File: config.mk
export PLATFORM = sky130hd
export DESIGN_NAME = mdu_iter
export DESIGN_NICKNAME = d
export VERILOG_FILES = /design/src/rtl/cpu_pkg.sv /design/src/rtl/mdu_sign_fix.sv /design/src/rtl/mdu_iter.sv
export SDC_FILE = /design/constraint.sdc
export NUM_CORES = 1
export LEC_CHECK = 0
export ABC_CLOCK_PERIOD_IN_PS = 4700
export CAP_MARGIN = 10
export CORE_ASPECT_RATIO = 1.1
export CORE_MARGIN = 10
export CORE_UTILIZATION = 36
export CTS_CLUSTER_DIAMETER = 50
export DETAILED_ROUTE_END_ITERATION = 6
export PLACE_DENSITY = 0.56
export REMOVE_ABC_BUFFERS = 1
export SETUP_SLACK_MARGIN = 0.1
export SYNTH_ARGS = -nofsm -noshare
export SYNTH_HDL_FRONTEND = slang
export SYNTH_SLANG_ARGS = --single-unit
export TNS_END_PERCENT = 50
File: constraint.sdc
create_clock -name clk_i -period 4.7 [get_ports clk_i]
set_input_delay 1.175 -clock clk_i [delete_from_list [all_inputs] [get_ports clk_i]]
set_output_delay 1.175 -clock clk_i [all_outputs]
set_load 0.05 [all_outputs]
File: src/rtl/cpu_pkg.sv
// Shared CPU definitions used by the iterative multiply/divide unit.
package cpu_pkg;

  localparam int MDU_OP_W = 2;

  // Encodings match the op_i field driven by the decoder.
  typedef enum logic [MDU_OP_W-1:0] {
    MDU_MUL  = 2'b00,
    MDU_MULU = 2'b01,
    MDU_DIV  = 2'b10,
    MDU_DIVU = 2'b11
  } mdu_op_t;

  typedef enum logic [1:0] {
    IDLE = 2'b00,
    CALC = 2'b01,
    FIX  = 2'b10,
    DONE = 2'b11
  } mdu_state_t;

endpackage

File: src/rtl/mdu_sign_fix.sv
// Conditional two's-complement negation, used for operand magnitudes on
// entry and for sign correction of the raw results.
module mdu_sign_fix #(
  parameter int W = 32
) (
  input  logic [W-1:0] value,
  input  logic         negate,
  output logic [W-1:0] result
);

  // Pass the value through or negate it.
  always_comb begin
    result = value;
    if (negate) begin
      result = ~value + W'(1);
    end else begin
      result = value;
    end
  end

endmodule

File: src/rtl/mdu_iter.sv
// Iterative radix-2 multiply/divide unit for the EX stage.
// Optional build macro: MDU_EARLY_OUT_EN (multiply finishes as soon as the
// remaining multiplier bits are all zero).
module mdu_iter
  import cpu_pkg::*;
#(
  parameter int XLEN = 32
) (
  input  logic            clk_i,
  input  logic            rst_i,
  input  logic            start_i,
  input  logic [1:0]      op_i,
  input  logic [XLEN-1:0] data1_i,
  input  logic [XLEN-1:0] data2_i,
  input  logic            flush_i,
  output logic            busy_o,
  output logic            done_o,
  output logic [XLEN-1:0] hi_o,
  output logic [XLEN-1:0] lo_o
);

  localparam int CNT_W = $clog2(XLEN) + 1;

  mdu_state_t        state_r, state_nxt_s;
  mdu_op_t           op_r;
  logic              res_neg_r, rem_neg_r, div0_r;
  logic [CNT_W-1:0]  cnt_r;
  logic [2*XLEN-1:0] acc_r, mcand_r;
  logic [XLEN-1:0]   mplier_r;
  logic              busy_r, done_r;
  logic [XLEN-1:0]   hi_r, lo_r;

  logic              op_signed_s, op_div_s, neg1_s, neg2_s, div_zero_s, is_div_r_s;
  logic [XLEN-1:0]   mag1_s, mag2_s;
  logic [XLEN:0]     rem_sh_s, rem_sub_s;
  logic              rem_ge_s;
  logic [2*XLEN-1:0] mul_step_s, div_step_s, prod_s;
  logic [XLEN-1:0]   quo_s, rem_s;

  assign op_signed_s = ~op_i[0];
  assign op_div_s    = op_i[1];
  assign neg1_s      = op_signed_s & data1_i[XLEN-1];
  assign neg2_s      = op_signed_s & data2_i[XLEN-1];
  assign div_zero_s  = (data2_i == {XLEN{1'b0}});
  assign is_div_r_s  = (op_r == MDU_DIV) || (op_r == MDU_DIVU);

  mdu_sign_fix #(.W(XLEN)) u_mag1 (.value(data1_i), .negate(neg1_s), .result(mag1_s));
  mdu_sign_fix #(.W(XLEN)) u_mag2 (.value(data2_i), .negate(neg2_s), .result(mag2_s));

  mdu_sign_fix #(.W(2*XLEN)) u_prod (.value(acc_r), .negate(res_neg_r), .result(prod_s));
  mdu_sign_fix #(.W(XLEN)) u_quo (.value(acc_r[XLEN-1:0]), .negate(res_neg_r), .result(quo_s));
  mdu_sign_fix #(.W(XLEN)) u_rem (.value(acc_r[2*XLEN-1:XLEN]), .negate(rem_neg_r), .result(rem_s));

  // One radix-2 step: shift-add for multiply, restoring shift-subtract for divide.
  // For divide, acc_r holds {remainder, dividend/quotient}; mcand_r low half holds the divisor.
  always_comb begin
    rem_sh_s  = {acc_r[2*XLEN-1:XLEN], acc_r[XLEN-1]};
    rem_sub_s = rem_sh_s - {1'b0, mcand_r[XLEN-1:0]};
    rem_ge_s  = (rem_sh_s >= {1'b0, mcand_r[XLEN-1:0]});
    if (mplier_r[0]) begin
      mul_step_s = acc_r + mcand_r;
    end else begin
      mul_step_s = acc_r;
    end
    if (rem_ge_s) begin
      div_step_s = {rem_sub_s[XLEN-1:0], acc_r[XLEN-2:0], 1'b1};
    end else begin
      div_step_s = {rem_sh_s[XLEN-1:0], acc_r[XLEN-2:0], 1'b0};
    end
  end

  // State register.
  always_ff @(posedge clk_i) begin
    if (rst_i) begin
      state_r <= IDLE;
    end else begin
      state_r <= state_nxt_s;
    end
  end

  // Next-state logic; flush aborts everything except a result already in DONE.
  always_comb begin
    state_nxt_s = state_r;
    case (state_r)
      IDLE: begin
        if (flush_i || !start_i) begin
          state_nxt_s = IDLE;
        end else if (op_div_s && div_zero_s) begin
          state_nxt_s = FIX;
`ifdef MDU_EARLY_OUT_EN
        end else if (!op_div_s && (mag2_s == {XLEN{1'b0}})) begin
          state_nxt_s = FIX;
`endif
        end else begin
          state_nxt_s = CALC;
        end
      end
      CALC: begin
        if (flush_i) begin
          state_nxt_s = IDLE;
        end else if (cnt_r == CNT_W'(1)) begin
          state_nxt_s = FIX;
`ifdef MDU_EARLY_OUT_EN
        end else if (!is_div_r_s && (mplier_r[XLEN-1:1] == {(XLEN-1){1'b0}})) begin
          state_nxt_s = FIX;
`endif
        end else begin
          state_nxt_s = CALC;
        end
      end
      FIX: begin
        if (flush_i) begin
          state_nxt_s = IDLE;
        end else begin
          state_nxt_s = DONE;
        end
      end
      DONE:    state_nxt_s = IDLE;
      default: state_nxt_s = IDLE;
    endcase
  end

  // Datapath, operand latching, result commit and registered status outputs.
  always_ff @(posedge clk_i) begin
    if (rst_i) begin
      op_r      <= MDU_MUL;
      res_neg_r <= 1'b0;
      rem_neg_r <= 1'b0;
      div0_r    <= 1'b0;
      cnt_r     <= {CNT_W{1'b0}};
      acc_r     <= {(2*XLEN){1'b0}};
      mcand_r   <= {(2*XLEN){1'b0}};
      mplier_r  <= {XLEN{1'b0}};
      busy_r    <= 1'b0;
      done_r    <= 1'b0;
      hi_r      <= {XLEN{1'b0}};
      lo_r      <= {XLEN{1'b0}};
    end else begin
      busy_r <= (state_nxt_s == CALC) || (state_nxt_s == FIX);
      done_r <= (state_nxt_s == DONE);
      case (state_r)
        IDLE: begin
          if (start_i && !flush_i) begin
            op_r      <= mdu_op_t'(op_i);
            res_neg_r <= neg1_s ^ neg2_s;
            rem_neg_r <= neg1_s;
            div0_r    <= op_div_s & div_zero_s;
            cnt_r     <= CNT_W'(XLEN);
            mcand_r   <= {{XLEN{1'b0}}, (op_div_s ? mag2_s : mag1_s)};
            mplier_r  <= mag2_s;
            if (!op_div_s) begin
              acc_r <= {(2*XLEN){1'b0}};
            end else if (div_zero_s) begin
              // Remainder path carries the dividend straight through to hi_o.
              acc_r <= {mag1_s, {XLEN{1'b0}}};
            end else begin
              acc_r <= {{XLEN{1'b0}}, mag1_s};
            end
          end
        end
        CALC: begin
          cnt_r <= cnt_r - CNT_W'(1);
          if (is_div_r_s) begin
            acc_r <= div_step_s;
          end else begin
            acc_r    <= mul_step_s;
            mcand_r  <= mcand_r << 1;
            mplier_r <= mplier_r >> 1;
          end
        end
        FIX: begin
          if (!flush_i) begin
            if (is_div_r_s) begin
              hi_r <= rem_s;
              lo_r <= div0_r ? {XLEN{1'b1}} : quo_s;
            end else begin
              hi_r <= prod_s[2*XLEN-1:XLEN];
              lo_r <= prod_s[XLEN-1:0];
            end
          end
        end
        default: ;
      endcase
    end
  end

  assign busy_o = busy_r;
  assign done_o = done_r;
  assign hi_o   = hi_r;
  assign lo_o   = lo_r;

endmodule

# Word-level counts from Yosys, hierarchy flattened
# Index checks and enable logic that the tools add are counted.
# word_totals
ff_bits	239
word_cells	90
output_inout_bits	66
# op_classes
eq_ne	12
n_mux	30
n_reduce_logical	15
order_cmp	1
bitwise	11
add_sub_neg	8
# ops
op	n
$mux 64	9
$mux 32	10
$pmux 64 s2	2
$add 32x1->32 const B	4
$not 32->32	4
$add 64x1->64 const B	1
$add 64x64->64	1
$not 64->64	1
$pmux 32 s2	1
$ge 33x32->1	1
$logic_not 32->1	1
$sub 32x32->32	1
$eq 2x2->1 const B	6
$pmux 6 s2	1
$mux 2	5
$pmux 2 s4	1
$eq 6x1->1 const B	1
$mux 6	1
$reduce_and 2->1	3
$reduce_and 3->1	2
$sub 6x1->6 const B	1
$eq 2x1->1 const B	2
$ne 2x2->1 const B	2
$and 1x1->1	3
other kinds (8)	13

# Depth between registers and ports, before layout
# logic_depth
word_depth	7
depth_mapped	15
mapped_depth_nobuf	14

# Modules after synthesis
# Synthesis repeated with hierarchy kept, for this count alone.
# hier_totals
cells_unflattened	2775
area_unflattened_um2	21369.2
# by_module_without_submodules
mod	seq_area_each_um2	cells_each	instances	area_per_inst_um2
mdu_iter	4764.6	2173	1	16612.2
mdu_sign_fix (u_mag1 ...)	0.0	99	4	777.0
mdu_sign_fix (u_prod)	0.0	206	1	1649.1

# Least setup slack after synthesis
# Ideal clock, no wire load.
# synth_timing
path_kind	input to register
from	input data2_i[14]
to	register acc_r[31]
stages	11
n_path_buf	2
slack_ps	1080
t_arrival_ps	3491
cell_sequence	or4_1 -> nor4_1 -> nor3b_1 -> nand3_1 -> and3_1 -> clkbuf_1 -> clkbuf_1 -> a221oi_1 -> nor2_1 -> a31oi_1 -> a21oi_1
# synth_between
elab_chain_len	5
# synth_lines
element	line	source
start: declaration	mdu_iter.sv:14	input logic [XLEN-1:0] data2_i,
$logic_not 32->1	mdu_iter.sv:44	assign div_zero_s = (data2_i == {XLEN{1'b0}});
$mux 64	mdu_iter.sv:153	end else if (div_zero_s) begin
$mux 64	mdu_iter.sv:151	if (!op_div_s) begin
$mux 64	mdu_iter.sv:143	if (start_i && !flush_i) begin
$pmux 64 s2	mdu_iter.sv:141	case (state_r)
end signal: assignment	mdu_iter.sv:152	acc_r <= {(2*XLEN){1'b0}};
end signal: assignment	mdu_iter.sv:155	acc_r <= {mag1_s, {XLEN{1'b0}}};
end signal: assignment	mdu_iter.sv:157	acc_r <= {{XLEN{1'b0}}, mag1_s};
end: declaration	mdu_iter.sv:28	logic [2*XLEN-1:0] acc_r, mcand_r;
# Every way passes these cells. The select of a mux whose other input is x is not followed.
# A chain may end at the register's enable or synchronous reset.

# Final worst setup path
# layout_timing
from	register acc_r[31]
to	register acc_r[52]
# layout_between
elab_chain_len	4
# layout_lines
element	line	source
start signal: assignment	mdu_iter.sv:131	acc_r <= {(2*XLEN){1'b0}};
start signal: assignment	mdu_iter.sv:152	
start signal: assignment	mdu_iter.sv:155	
$add 64x64->64, or another cell as far along	mdu_iter.sv:61	mul_step_s = acc_r + mcand_r;
$mux 64, on equally long branches	mdu_iter.sv:60, mdu_iter.sv:65	
$mux 64 *	mdu_iter.sv:163	if (is_div_r_s) begin
$pmux 64 s2 *	mdu_iter.sv:141	
# Mark *: on every way between the ends. The rest lies on a longest branch, timed or not. The select of a mux whose other input is x is not followed.

==> qor.csv <==
stage;metric;value;unit
clock_tree;CTS Buffer Depth;3;
synthesis;Async S/R FF share, synth;0;%
worst_setup_path;worst path required time;5.16;ns
clock_tree;CTS root buf;clkbuf_16;
timing;fmax;0.237;GHz
detailed_routing;WL final;87400;um
clock_tree;clk_lat worst skew;0.58;ns
clock_tree;Clk pin slew, worst setup/hold paths;0.06;ns
floorplan;initial cell density of the core;36.3;%
synthesis;Post-synth top flop;dfxtp_1;
worst_setup_path;critical path class;reg -> reg;
timing;worst slew pin tran;1.02;ns
hold_path;hold depth;2;
clock_tree;CTS sink cnt;238;
worst_setup_path;R2R cell count;15;
detailed_routing;total number of vias;20982;
layout;Core Util, Final;44.0;%
floorplan;Die Y-Extent;261;um
floorplan;Die Width;239;um
detailed_routing;DRT iter0 DRCs;1975;
pwr;P per Cell Area;347;mW/mm2
worst_setup_path;Crit. End Element;flip-flop;
synthesis;Post-Synthesis Cells;2607;
layout;layout cell share with drive strength beyond 1;9.14;%
outcome;status;finished, final reports clean;
worst_setup_path;flop2flop setup slack;0.48;ns
synthesis;Unique masters post-synth;80;
worst_setup_path;worst r2r dst;acc_r[52];
layout;Design Area, Final;0.0231;mm2
worst_setup_path;Critical Path Fanout Max;5;
detailed_routing;WL/cell;25.5;um
flow_run;max cap viols;0;
place;RePlAce Congestion;0.995;
detailed_routing;ANT nets after route;0;
pwr;P_leak;0.00898;uW
place;placed cell area;0.0215;mm2
place;DP HPWL;67000;um
worst_setup_path;Worst R2R Start;acc_r[31];
worst_setup_path;worst path cell trace;inv_1, ha_1, inv_1, fa_1, a211oi_1, o21ai_0, nand3_1, a41oi_1, nor3_1, nor2_1, xor2_1, mux2_2, a221oi_1, buf_4, a21oi_1;
layout;NumNets Final;2901;
hold_path;Hold Startpoint;hi_o[27];
timing;RSZ-0062 raised after global routing;false;
clock_tree;CTS Hold Bufs;0;
clock_tree;CTS Buf Count;42;
floorplan;Rows;88;
synthesis;Avg Cell Area, Syn;7.30;um2
layout;Area Overhead vs Synth;21.2;%
worst_setup_path;most used cell, CP;inv_1;
floorplan;core area;0.0524;mm2
grt;initial antenna violation count;6;
grt;GRT Total Usage;27.3;%
place;PortBufs;135;
grt;gr ovfl total;0;
clock_tree;H-tree levels;2;
timing;post-route minimum period;4.22;ns
timing;clock skew;0.0252;ns
hold_path;hold worst-path end;hi_o[27];
hold_path;Hold Crit Class;reg -> reg;
layout;Inserted Diodes;0;
timing;Pins Over Slew Limit;0;
timing;Final Hold Vio Count;0;
grt;number of global-route vias before repair;20055;
worst_setup_path;CP peak stage delay;0.51;ns
worst_setup_path;CP startpoint kind;flip-flop;
floorplan;I/O pin cnt;136;
detailed_routing;vias per inst;6.11;
timing;max_slew headroom;32.1;%
synthesis;Yosys reg bits;238;
synthesis;Seq/Total Area, Yosys;25.0;%
floorplan;die area;0.0625;mm2
grt;largest net degree at the start of global routing;155;
timing;# setup viols final;0;
synthesis;Syn. warnings;0;
detailed_routing;DR DRC count;0;
synthesis;mapped cell area;0.0190;mm2
clock_tree;CTS-repair resized insts;0;
worst_setup_path;WP data arrival;4.68;ns
synthesis;number of synthesized flops with an enable pin;0;
timing;final worst path period share;89.9;%
clock_tree;CTS tree;yes;
grt;first-pass GRT wire length;130000;um
detailed_routing;number of detailed-route iterations in the first pass;5;
pwr;Max VDD drop;0.000225;V
clock_tree;setup bufs post-CTS;0;
worst_setup_path;slowest CP cell;nor3_1;
==> report_power, final <==
part           internal, uW  switching (uW)  leakage [uW]
combinational           881            1500       0.00631
sequential             2120             132       0.00194
clock                  2180            1180      0.000727
==> state kept, by name (all words and copies together) (netlist names), 2 cells and up <==
register and cells:
state_r 2, acc_r 64, mcand_r 64, lo_o 32
mplier_r 32, cnt_r 6, hi_o 32
==> how the worst max path moves through the flow <==
stage | start | to | slack, ns | cells past startpoint
2_1_floorplan | state_r[1] | mcand_r[20] | -4.66 | 4
3_3_place_gp | data1_i[0] | mcand_r[16] | 0.16 | 11
3_5_place_dp | data1_i[0] | mcand_r[16] | 0.11 | 11
4_1_cts | acc_r[31] | acc_r[52] | 0.63 | 15
5_1_grt | acc_r[31] | acc_r[52] | 0.31 | 15
6_report | acc_r[31] | acc_r[52] | 0.48 | 15
==> layout by cell type, fill, tap and decap left out, types with 40 or more instances in the layout <==
| cell | synthesis | layout |
|---|---|---|
| buf_4 | 1 | 115 |
| a211oi_1 | 116 | 116 |
| o21ai_0 | 195 | 195 |
| a21o_1 | 46 | 46 |
| nor2_1 | 320 | 317 |
| nand2_1 | 197 | 196 |
| a22oi_1 | 40 | 40 |
| a21oi_1 | 310 | 309 |
| ha_1 | 102 | 102 |
| xor2_1 | 88 | 88 |
| dfxtp_1 | 238 | 237 |
| xnor2_1 | 106 | 106 |
| inv_1 | 84 | 83 |
| nor3_1 | 78 | 78 |
| clkdlybuf4s50_1 | 0 | 133 |
| clkbuf_16 | 0 | 43 |
==> cell type report <==
| type | instances | area (um2) |
|---|---|---|
| fill | 5416 | 29400 |
| multi-input combinational | 2106 | 13300 |
| sequential | 238 | 4770 |
| timing repair buffer | 255 | 2310 |
| clock buffer | 52 | 1190 |
| tap | 675 | 845 |
| clock inverter | 22 | 323 |
| inverter | 84 | 315 |
==> through the flow <==
stage | total power [uW] | setup WS (ns) | TNS, ns | cells | hold WS (ns)
finish | 7990 | 0.477 | 0 | 3432 | 0.449
global route | 8320 | 0.306 | 0 | 3432 | 0.475
CTS | 8000 | 0.630 | 0 | 3432 | 0.453
detailed placement | 4620 | 0.110 | 0 | 3358 | 0.446
global placement | 4620 | 0.161 | 0 | 3358 | 0.442
floorplan | 3700 | -4.66 | -427.39 | 2428 | 0.444
==> metal layers <==
metal	vias up	track usage, %	routed length (um)
li1	9842	-	-
met1	10032	34.1	36500
met2	880	44.3	39600
met3	226	4.62	5990
met4	2	15.0	5250
met5	-	0	13
==> worst max-delay path, delay by kind of cell, from the launching register on <==
kind | cells | cell delay [ns]
buffers and inverters | 3 | 0.54
AO/OA/AOI/OAI | 5 | 1.10
multiplexers | 1 | 0.29
adder cells (fa/ha/maj) | 2 | 0.65
flip-flops | 1 | 0.48
XOR/XNOR | 1 | 0.19
AND/OR/NAND/NOR | 3 | 0.84
==> synth_stat cells, types with 6 or more instances <==
cell	n	area share, %
nor2b_1	21	0.69
nor2_1	320	6.3
a31oi_1	24	0.79
nor4_1	21	0.69
xor2_1	88	4.1
a221o_1	6	0.32
mux2i_1	25	1.3
o41ai_1	6	0.28
or3_1	23	0.76
xnor2_1	106	4.9
a22oi_1	40	1.6
o2111ai_1	7	0.32
ha_1	102	6.7
a221oi_1	36	1.7
nand2b_1	12	0.39
o221ai_1	8	0.37
nand3_1	33	0.87
mux2_2	15	0.89
a21o_1	46	1.8
clkbuf_1	156	3.1
dfxtp_1	238	25
inv_1	84	1.7
o21a_1	13	0.51
buf_1	11	0.22
o211ai_1	22	0.87
a311oi_1	11	0.51
nand2_1	197	3.9
and3_1	17	0.56
o22ai_1	8	0.26
a21oi_1	310	8.2
nor3_1	78	2.1
buf_2	9	0.24
o21ai_0	195	5.1
o21bai_1	21	0.83
o31ai_1	25	0.99
or4_1	20	0.79
a211oi_1	116	4.6
o221a_2	6	0.36
and2_1	14	0.46
nand4_1	33	1.1
==> cell families after synthesis <==
kind of cell               after synthesis  share of synthesized area [%]
AOI/OAI and AO/OA                      946                           31.6
and+or+nand+nor                        822                           20.0
buffers and inverters                  263                           5.31
DFF                                    238                           25.0
xor gates and xnor gates               194                           8.93
adders and majority gates              104                           6.92
muxes                                   40                           2.20
Note: power is estimated with default switching activity, not from simulation.
